File: config.mk
export PLATFORM = sky130hd
export DESIGN_NAME = branch_issue_queue
export DESIGN_NICKNAME = d
export VERILOG_FILES = /design/src/rtl/ooo_types.sv /design/src/rtl/iq_wakeup_cmp.sv /design/src/rtl/branch_issue_queue.sv
export SDC_FILE = /design/constraint.sdc
export NUM_CORES = 1
export LEC_CHECK = 0
export CAP_MARGIN = 10
export CORE_AREA = 2 2 245 247
export DETAILED_ROUTE_END_ITERATION = 8
export DIE_AREA = 0 0 247 249
export HOLD_SLACK_MARGIN = 0.02
export PLACE_DENSITY_LB_ADDON = 0.3
export SLEW_MARGIN = 0
export SYNTH_ARGS = -nofsm -noshare
export SYNTH_HDL_FRONTEND = slang
export SYNTH_SLANG_ARGS = --single-unit
File: constraint.sdc
create_clock -name clk -period 7.2 [get_ports clk]
set_input_delay 1.08 -clock clk [delete_from_list [all_inputs] [get_ports clk]]
set_output_delay 1.08 -clock clk [all_outputs]
set_load 0.05 [all_outputs]
File: src/rtl/ooo_types.sv
// Shared out-of-order core types: physical register/ROB widths, branch op
// encodings and the reservation-station entry layout.
package ooo_types;

    localparam int PHYS_REG_BITS = 7;
    localparam int ROB_BITS      = 4;

    localparam logic [1:0] ALU_OP_JALR   = 2'b00;
    localparam logic [1:0] ALU_OP_BRANCH = 2'b01;

    typedef struct packed {
        logic [PHYS_REG_BITS-1:0] prs1;
        logic [PHYS_REG_BITS-1:0] prs2;
        logic                     rs1_rdy;
        logic                     rs2_rdy;
        logic [ROB_BITS-1:0]      rob_tag;
        logic [31:0]              pc;
        logic [31:0]              immediate;
        logic [1:0]               alu_op;
        logic [PHYS_REG_BITS-1:0] prd;
        logic                     reg_write;
    } rs_entry_t;

endpackage

File: src/rtl/iq_wakeup_cmp.sv
// Single source-tag comparator: flags a hit when any writeback port
// broadcasts the physical register this operand is waiting on.
module iq_wakeup_cmp
    import ooo_types::*;
#(
    parameter int NUM_WB = 2
) (
    input  logic [PHYS_REG_BITS-1:0]             tag_i,
    input  logic [NUM_WB-1:0]                    wb_valid,
    input  logic [NUM_WB-1:0][PHYS_REG_BITS-1:0] wb_prd,
    output logic                                 hit
);

    // OR-reduce the per-port tag matches.
    always_comb begin
        hit = 1'b0;
        for (int k = 0; k < NUM_WB; k++) begin
            if (wb_valid[k] && (wb_prd[k] == tag_i)) begin
                hit = 1'b1;
            end else begin
                hit = hit;
            end
        end
    end

endmodule

File: src/rtl/branch_issue_queue.sv
// Collapsing reservation station for the branch unit. Slot 0 is the oldest
// entry; the oldest fully-ready entry is offered to the branch unit each
// cycle with operands read combinationally from the physical register file.
module branch_issue_queue
    import ooo_types::*;
#(
    parameter int DEPTH  = 4,
    parameter int NUM_WB = 2
) (
    input  logic                                 clk,
    input  logic                                 rst,
    input  logic                                 dispatch_valid,
    input  rs_entry_t                            dispatch_entry,
    output logic                                 dispatch_ready,
    input  logic [NUM_WB-1:0]                    wb_valid,
    input  logic [NUM_WB-1:0][PHYS_REG_BITS-1:0] wb_prd,
    output logic [PHYS_REG_BITS-1:0]             prf_raddr1,
    output logic [PHYS_REG_BITS-1:0]             prf_raddr2,
    input  logic [31:0]                          prf_rdata1,
    input  logic [31:0]                          prf_rdata2,
    output logic                                 issue_en,
    output rs_entry_t                            issue_entry,
    output logic [31:0]                          rs1_data,
    output logic [31:0]                          rs2_data,
    input  logic                                 ready,
    input  logic                                 flush,
    output logic [$clog2(DEPTH):0]               occupancy
);

    localparam int IDX_W = $clog2(DEPTH);
    localparam int OCC_W = $clog2(DEPTH) + 1;

    logic [DEPTH-1:0] valid_q, valid_d;
    logic [DEPTH-1:0] r1_q, r1_d;
    logic [DEPTH-1:0] r2_q, r2_d;
    rs_entry_t        ent_q [DEPTH];
    rs_entry_t        ent_d [DEPTH];
    logic [OCC_W-1:0] occ_q, occ_d;

    logic             found_s;
    logic [IDX_W-1:0] sel_s;
    logic             do_issue_s;
    logic             do_disp_s;
    logic [OCC_W-1:0] tail_s;

    // Slot contents after collapse and append, before wakeup. One extra
    // empty slot on top lets the last slot shift in "nothing".
    logic [DEPTH:0]   ext_valid_s, ext_r1_s, ext_r2_s;
    rs_entry_t        ext_ent_s [DEPTH+1];
    logic [DEPTH-1:0] sh_valid_s, sh_r1_s, sh_r2_s;
    rs_entry_t        sh_ent_s [DEPTH];
    logic [DEPTH-1:0] hit1_s, hit2_s;

    // Oldest-ready select: scan from the top so the lowest index wins.
    always_comb begin
        found_s = 1'b0;
        sel_s   = '0;
        for (int i = DEPTH - 1; i >= 0; i--) begin
            if (valid_q[i] && r1_q[i] && r2_q[i]) begin
                found_s = 1'b1;
                sel_s   = IDX_W'(i);
            end else begin
                found_s = found_s;
            end
        end
    end

    // Issue/dispatch handshakes; flush blocks both without waiting a cycle.
    always_comb begin
        issue_en       = found_s && !flush;
        dispatch_ready = (occ_q < OCC_W'(DEPTH)) && !flush;
        do_issue_s     = issue_en && ready;
        do_disp_s      = dispatch_valid && dispatch_ready;
        tail_s         = occ_q - OCC_W'(do_issue_s);
        occupancy      = occ_q;
    end

    // Issue-side datapath; quiet zeros whenever nothing is issued.
    always_comb begin
        if (issue_en) begin
            issue_entry = ent_q[sel_s];
            prf_raddr1  = ent_q[sel_s].prs1;
            prf_raddr2  = ent_q[sel_s].prs2;
            rs1_data    = prf_rdata1;
            rs2_data    = prf_rdata2;
        end else begin
            issue_entry = '0;
            prf_raddr1  = '0;
            prf_raddr2  = '0;
            rs1_data    = 32'd0;
            rs2_data    = 32'd0;
        end
    end

    // Collapse above the issued slot and append the dispatched entry at the
    // post-collapse tail.
    always_comb begin
        ext_valid_s = {1'b0, valid_q};
        ext_r1_s    = {1'b0, r1_q};
        ext_r2_s    = {1'b0, r2_q};
        for (int j = 0; j < DEPTH; j++) begin
            ext_ent_s[j] = ent_q[j];
        end
        ext_ent_s[DEPTH] = '0;
        for (int j = 0; j < DEPTH; j++) begin
            if (do_issue_s && (j >= int'(sel_s))) begin
                sh_valid_s[j] = ext_valid_s[j+1];
                sh_r1_s[j]    = ext_r1_s[j+1];
                sh_r2_s[j]    = ext_r2_s[j+1];
                sh_ent_s[j]   = ext_ent_s[j+1];
            end else begin
                sh_valid_s[j] = ext_valid_s[j];
                sh_r1_s[j]    = ext_r1_s[j];
                sh_r2_s[j]    = ext_r2_s[j];
                sh_ent_s[j]   = ext_ent_s[j];
            end
            if (do_disp_s && (OCC_W'(j) == tail_s)) begin
                sh_valid_s[j] = 1'b1;
                sh_r1_s[j]    = dispatch_entry.rs1_rdy;
                sh_r2_s[j]    = dispatch_entry.rs2_rdy;
                sh_ent_s[j]   = dispatch_entry;
            end else begin
                sh_valid_s[j] = sh_valid_s[j];
            end
        end
    end

    // Wakeup compares run on the shifted slots so a same-cycle dispatch
    // still sees this cycle's writebacks.
    for (genvar g = 0; g < DEPTH; g++) begin : g_wake
        iq_wakeup_cmp #(.NUM_WB(NUM_WB)) u_cmp1 (
            .tag_i    (sh_ent_s[g].prs1),
            .wb_valid (wb_valid),
            .wb_prd   (wb_prd),
            .hit      (hit1_s[g])
        );
        iq_wakeup_cmp #(.NUM_WB(NUM_WB)) u_cmp2 (
            .tag_i    (sh_ent_s[g].prs2),
            .wb_valid (wb_valid),
            .wb_prd   (wb_prd),
            .hit      (hit2_s[g])
        );
    end

    // Next state: flush drops everything, otherwise apply all events.
    always_comb begin
        for (int j = 0; j < DEPTH; j++) begin
            ent_d[j] = sh_ent_s[j];
        end
        if (flush) begin
            valid_d = '0;
            r1_d    = '0;
            r2_d    = '0;
            occ_d   = '0;
        end else begin
            valid_d = sh_valid_s;
            r1_d    = sh_r1_s | hit1_s;
            r2_d    = sh_r2_s | hit2_s;
            occ_d   = tail_s + OCC_W'(do_disp_s);
        end
    end

    // State registers with synchronous active-low reset.
    always_ff @(posedge clk) begin
        if (!rst) begin
            valid_q <= '0;
            r1_q    <= '0;
            r2_q    <= '0;
            occ_q   <= '0;
            for (int j = 0; j < DEPTH; j++) begin
                ent_q[j] <= '0;
            end
        end else begin
            valid_q <= valid_d;
            r1_q    <= r1_d;
            r2_q    <= r2_d;
            occ_q   <= occ_d;
            for (int j = 0; j < DEPTH; j++) begin
                ent_q[j] <= ent_d[j];
            end
        end
    end

endmodule

==> impl_metrics.tcl <==
set metrics [dict create \
    yosys.cell_count.top_type "nand2_1" \
    clock_skew_ps 21.75 \
    stdcell_area_um2 27480 \
    synth_edf_count 0 \
    drtIter0Drc 2330 \
    fin_nets 3169 \
    start_util_pct 37.66 \
    multi_input_area_um2 13100 \
    cts_tree "yes" \
    yosys.area.top_type_share_pct 35.41 \
    critPathMaxFanout 87 \
    ys_top_cells_by_area "dfxtp_1 35%, nand2_1 10%, mux4_2 9.6%" \
    cts_setup_buffers 0 \
    rrSetupSlack_ps 2160 \
    place_congestion 0.9598 \
    grt_usage_pct 26.93 \
    dp_hpwl_um 52900 \
    synth.area.mux_share_pct 9.951 \
    crit-reg2reg-launch "r2_q[1]$_SDFF_PP0_" \
    synth_flop_cell "dfxtp_1" \
    crit_path_max_incr_delay_ps 830 \
    netlist_area_um2 22100 \
    cp_slowest_cell "and3_1" \
    final_hold_viol_count 0 \
    placed_cell_area_um2 25830 \
    synth_area_per_cell_um2 7.802 \
    reg2reg_to "r1_q[1]$_SDFF_PP0_" \
    clock_sinks 391 \
    path_cells "and3_1 -> a21oi_1 -> nor2_4 -> buf_12 -> mux4_2 -> and2_1 -> clkdlybuf4s50_1" \
    cts_root_buf "clkbuf_16" \
    synthSimpleGateAreaFrac_pct 27.65 \
    min_delay_path_depth 2 \
    grt_pass1_vias 22159 \
    finalWirelength_um 86190 \
    finalCritPeriodShare_pct 79.95 \
    hp-class "register to register" \
    vdd_drop_max_v 0.0001670 \
    fin_setup_tns_ps 0 \
    p_total_mw 5.237 \
    dieArea_um2 61500 \
    rsz0062_at_grt "no" \
    power.leakage_nw 8.975 \
    ys_warn_count 0 \
    die_h_um 249 \
    p_per_area_nw_per_um2 190.6 \
    synthesis.nets 3014 \
    synth_compound_area_share_pct 18.97 \
    synth_common_cells "605 x nand2_1, 391 x dfxtp_1, 285 x nor2_1" \
    synth_adder_area_share_pct 0.1132 \
    cap_violations 0 \
    critPathBufInv 2 \
    slew_headroom_pct 24.22 \
    end_kind "primary output" \
    path_delay_family "simple AND/OR/NAND/NOR gates" \
    async_flop_share_pct 0 \
    vias_per_cell 6.001 \
    core_um2 58690 \
    clockBufferDepth 3 \
    synthCells 2833 \
    clock.fmax_ghz 0.1737 \
    cts-htree-levels 2 \
    cp_data_arrival_time_ps 4680 \
    cts_resized 0 \
    drive_above_1_share_pct 7.804 \
    path_class "register to primary output" \
    clk_pin_slew_worst_paths_ps 60 \
    start_kind "register" \
    ctsHoldBuffers 0 \
    grt_overflow 0 \
    area_delta_synth_final_pct 24.31 \
    status "finished clean" \
    slew_viol_final 0 \
    final_antenna_net_count 0 \
    synth_top_family_by_area "simple AND/OR/NAND/NOR gates" \
    r2r_cells 13 \
    synth_cell_types 71 \
    die_w_um 247 \
    wl_per_cell_um 22.67 \
    antenna_found_initial 10 \
    num_vias 22814 \
    synth_area_leader_cell "dfxtp_1" \
    grt_pass1_wl_um 129900 \
    first_pass_iters 5 \
    synth-xor-area-share_pct 2.100 \
    required_ps 6120 \
    setup_viol 0 \
    clk_latency_ps 590 \
    nFillCells 5596 \
    grt_max_degree 171 \
    worstMarginPinSlew_ps 1137 \
    drcViolationCount 0 \
    holdCritStartpoint "ent_q[3][30]$_SDFFE_PN0P_" \
    ys_seq_area_share_pct 35.41 \
    seqCellArea_um2 7828 \
    ios 356 \
    io_buffers 355 \
    period_needed_ps 5756 \
    hold_ws_ps 480.1 \
    rows 89 \
    numCtsBuffers 46 \
    ys_ff_latch 391 \
    holdPathEnd "ent_q[3][30]$_SDFFE_PN0P_" \
]
-- cells in the final DEF, fill, tap and decap left out, types with 8 or more instances in the layout --
cell type | Yosys | routed
and2_1 | 200 | 199
a31oi_1 | 32 | 31
nor2_1 | 285 | 281
dfxtp_1 | 391 | 391
o21ai_0 | 64 | 64
or4_1 | 8 | 8
mux4_2 | 94 | 94
nand3_1 | 114 | 113
o2111ai_1 | 9 | 9
xnor2_1 | 38 | 38
nor2_4 | 7 | 11
xor2_1 | 15 | 15
nand2b_1 | 8 | 8
clkbuf_8 | 0 | 12
a21oi_1 | 253 | 252
or3_1 | 31 | 30
clkbuf_16 | 0 | 47
clkinv_2 | 0 | 8
clkdlybuf4s50_1 | 0 | 355
buf_4 | 20 | 27
and3_1 | 9 | 8
a311oi_1 | 158 | 158
a221oi_1 | 16 | 16
nand2_1 | 605 | 603
inv_1 | 23 | 22
nor3_1 | 34 | 34
a211oi_1 | 10 | 10
o211ai_1 | 26 | 26
nand4_1 | 21 | 21
nor4_1 | 9 | 9
-- metal layers --
layer | track usage (%) | routed length, um
met1 | 34.30 | 34330
met2 | 44.10 | 40610
met3 | 5.667 | 8310
met4 | 11.03 | 2884
met5 | 0 | 48
-- flip-flops by register name, indices dropped and copies added, names as in the netlist --
register   cells
ent_q        376
valid_q        4
occupancy      3
r2_q           4
r1_q           4
-- area by class of cell --
cell class / instances / share of cell area [%]
multi-input combinational: 2134 / 47.67
sequential: 391 / 28.49
timing repair buffer: 385 / 13.89
clock buffer: 65 / 4.964
tap: 773 / 3.520
clock inverter: 19 / 0.9882
inverter: 30 / 0.4372
antenna: 5 / 0.04554
-- worst max path at each step --
| stage | startpoint | endpoint | cells past startpoint |
|---|---|---|---|
| floorplan | flush | r2_q[3]$_SDFF_PP0_ | 16 |
| global placement | flush | r1_q[1]$_SDFF_PP0_ | 14 |
| detailed placement | flush | r1_q[1]$_SDFF_PP0_ | 14 |
| CTS | r2_q[1]$_SDFF_PP0_ | issue_entry[79] | 7 |
| global route | r2_q[1]$_SDFF_PP0_ | issue_entry[79] | 7 |
| finish | r2_q[1]$_SDFF_PP0_ | issue_entry[79] | 7 |
-- metrics by stage --
step,util (%),std cells,setup slack [ps]
floorplan,-,2833,2959
global placement,44.01,3713,1324
detailed placement,44.01,3713,1256
CTS,46.80,3797,1480
global route,46.82,3802,1371
finish,46.82,3802,1444
-- worst reg2reg max path: cells and delay by family (launching register included) --
family | cells | cell delay [ps]
compound gates | 4 | 890
flops | 1 | 410
buf+inv | 2 | 670
fa+ha+maj | 2 | 670
simple gates | 5 | 2320
-- cells by family after synthesis --
group | after synthesis
buffers and inverters | 308
adder cells (fa/ha/maj) | 2
AND/OR/NAND/NOR | 1348
multiplexers | 102
flip-flops | 391
XOR/XNOR | 53
AO/OA/AOI/OAI | 629
-- where the power goes --
| group | switching [mW] | internal [mW] | leakage [nW] | total [mW] |
|---|---|---|---|---|
| Combinational | 0.261 | 0.205 | 5.00 | 0.466 |
| Clock | 1.00 | 1.54 | 0.803 | 2.54 |
| Sequential | 0.0252 | 2.21 | 3.17 | 2.23 |
(Power assumes the default switching activity.)
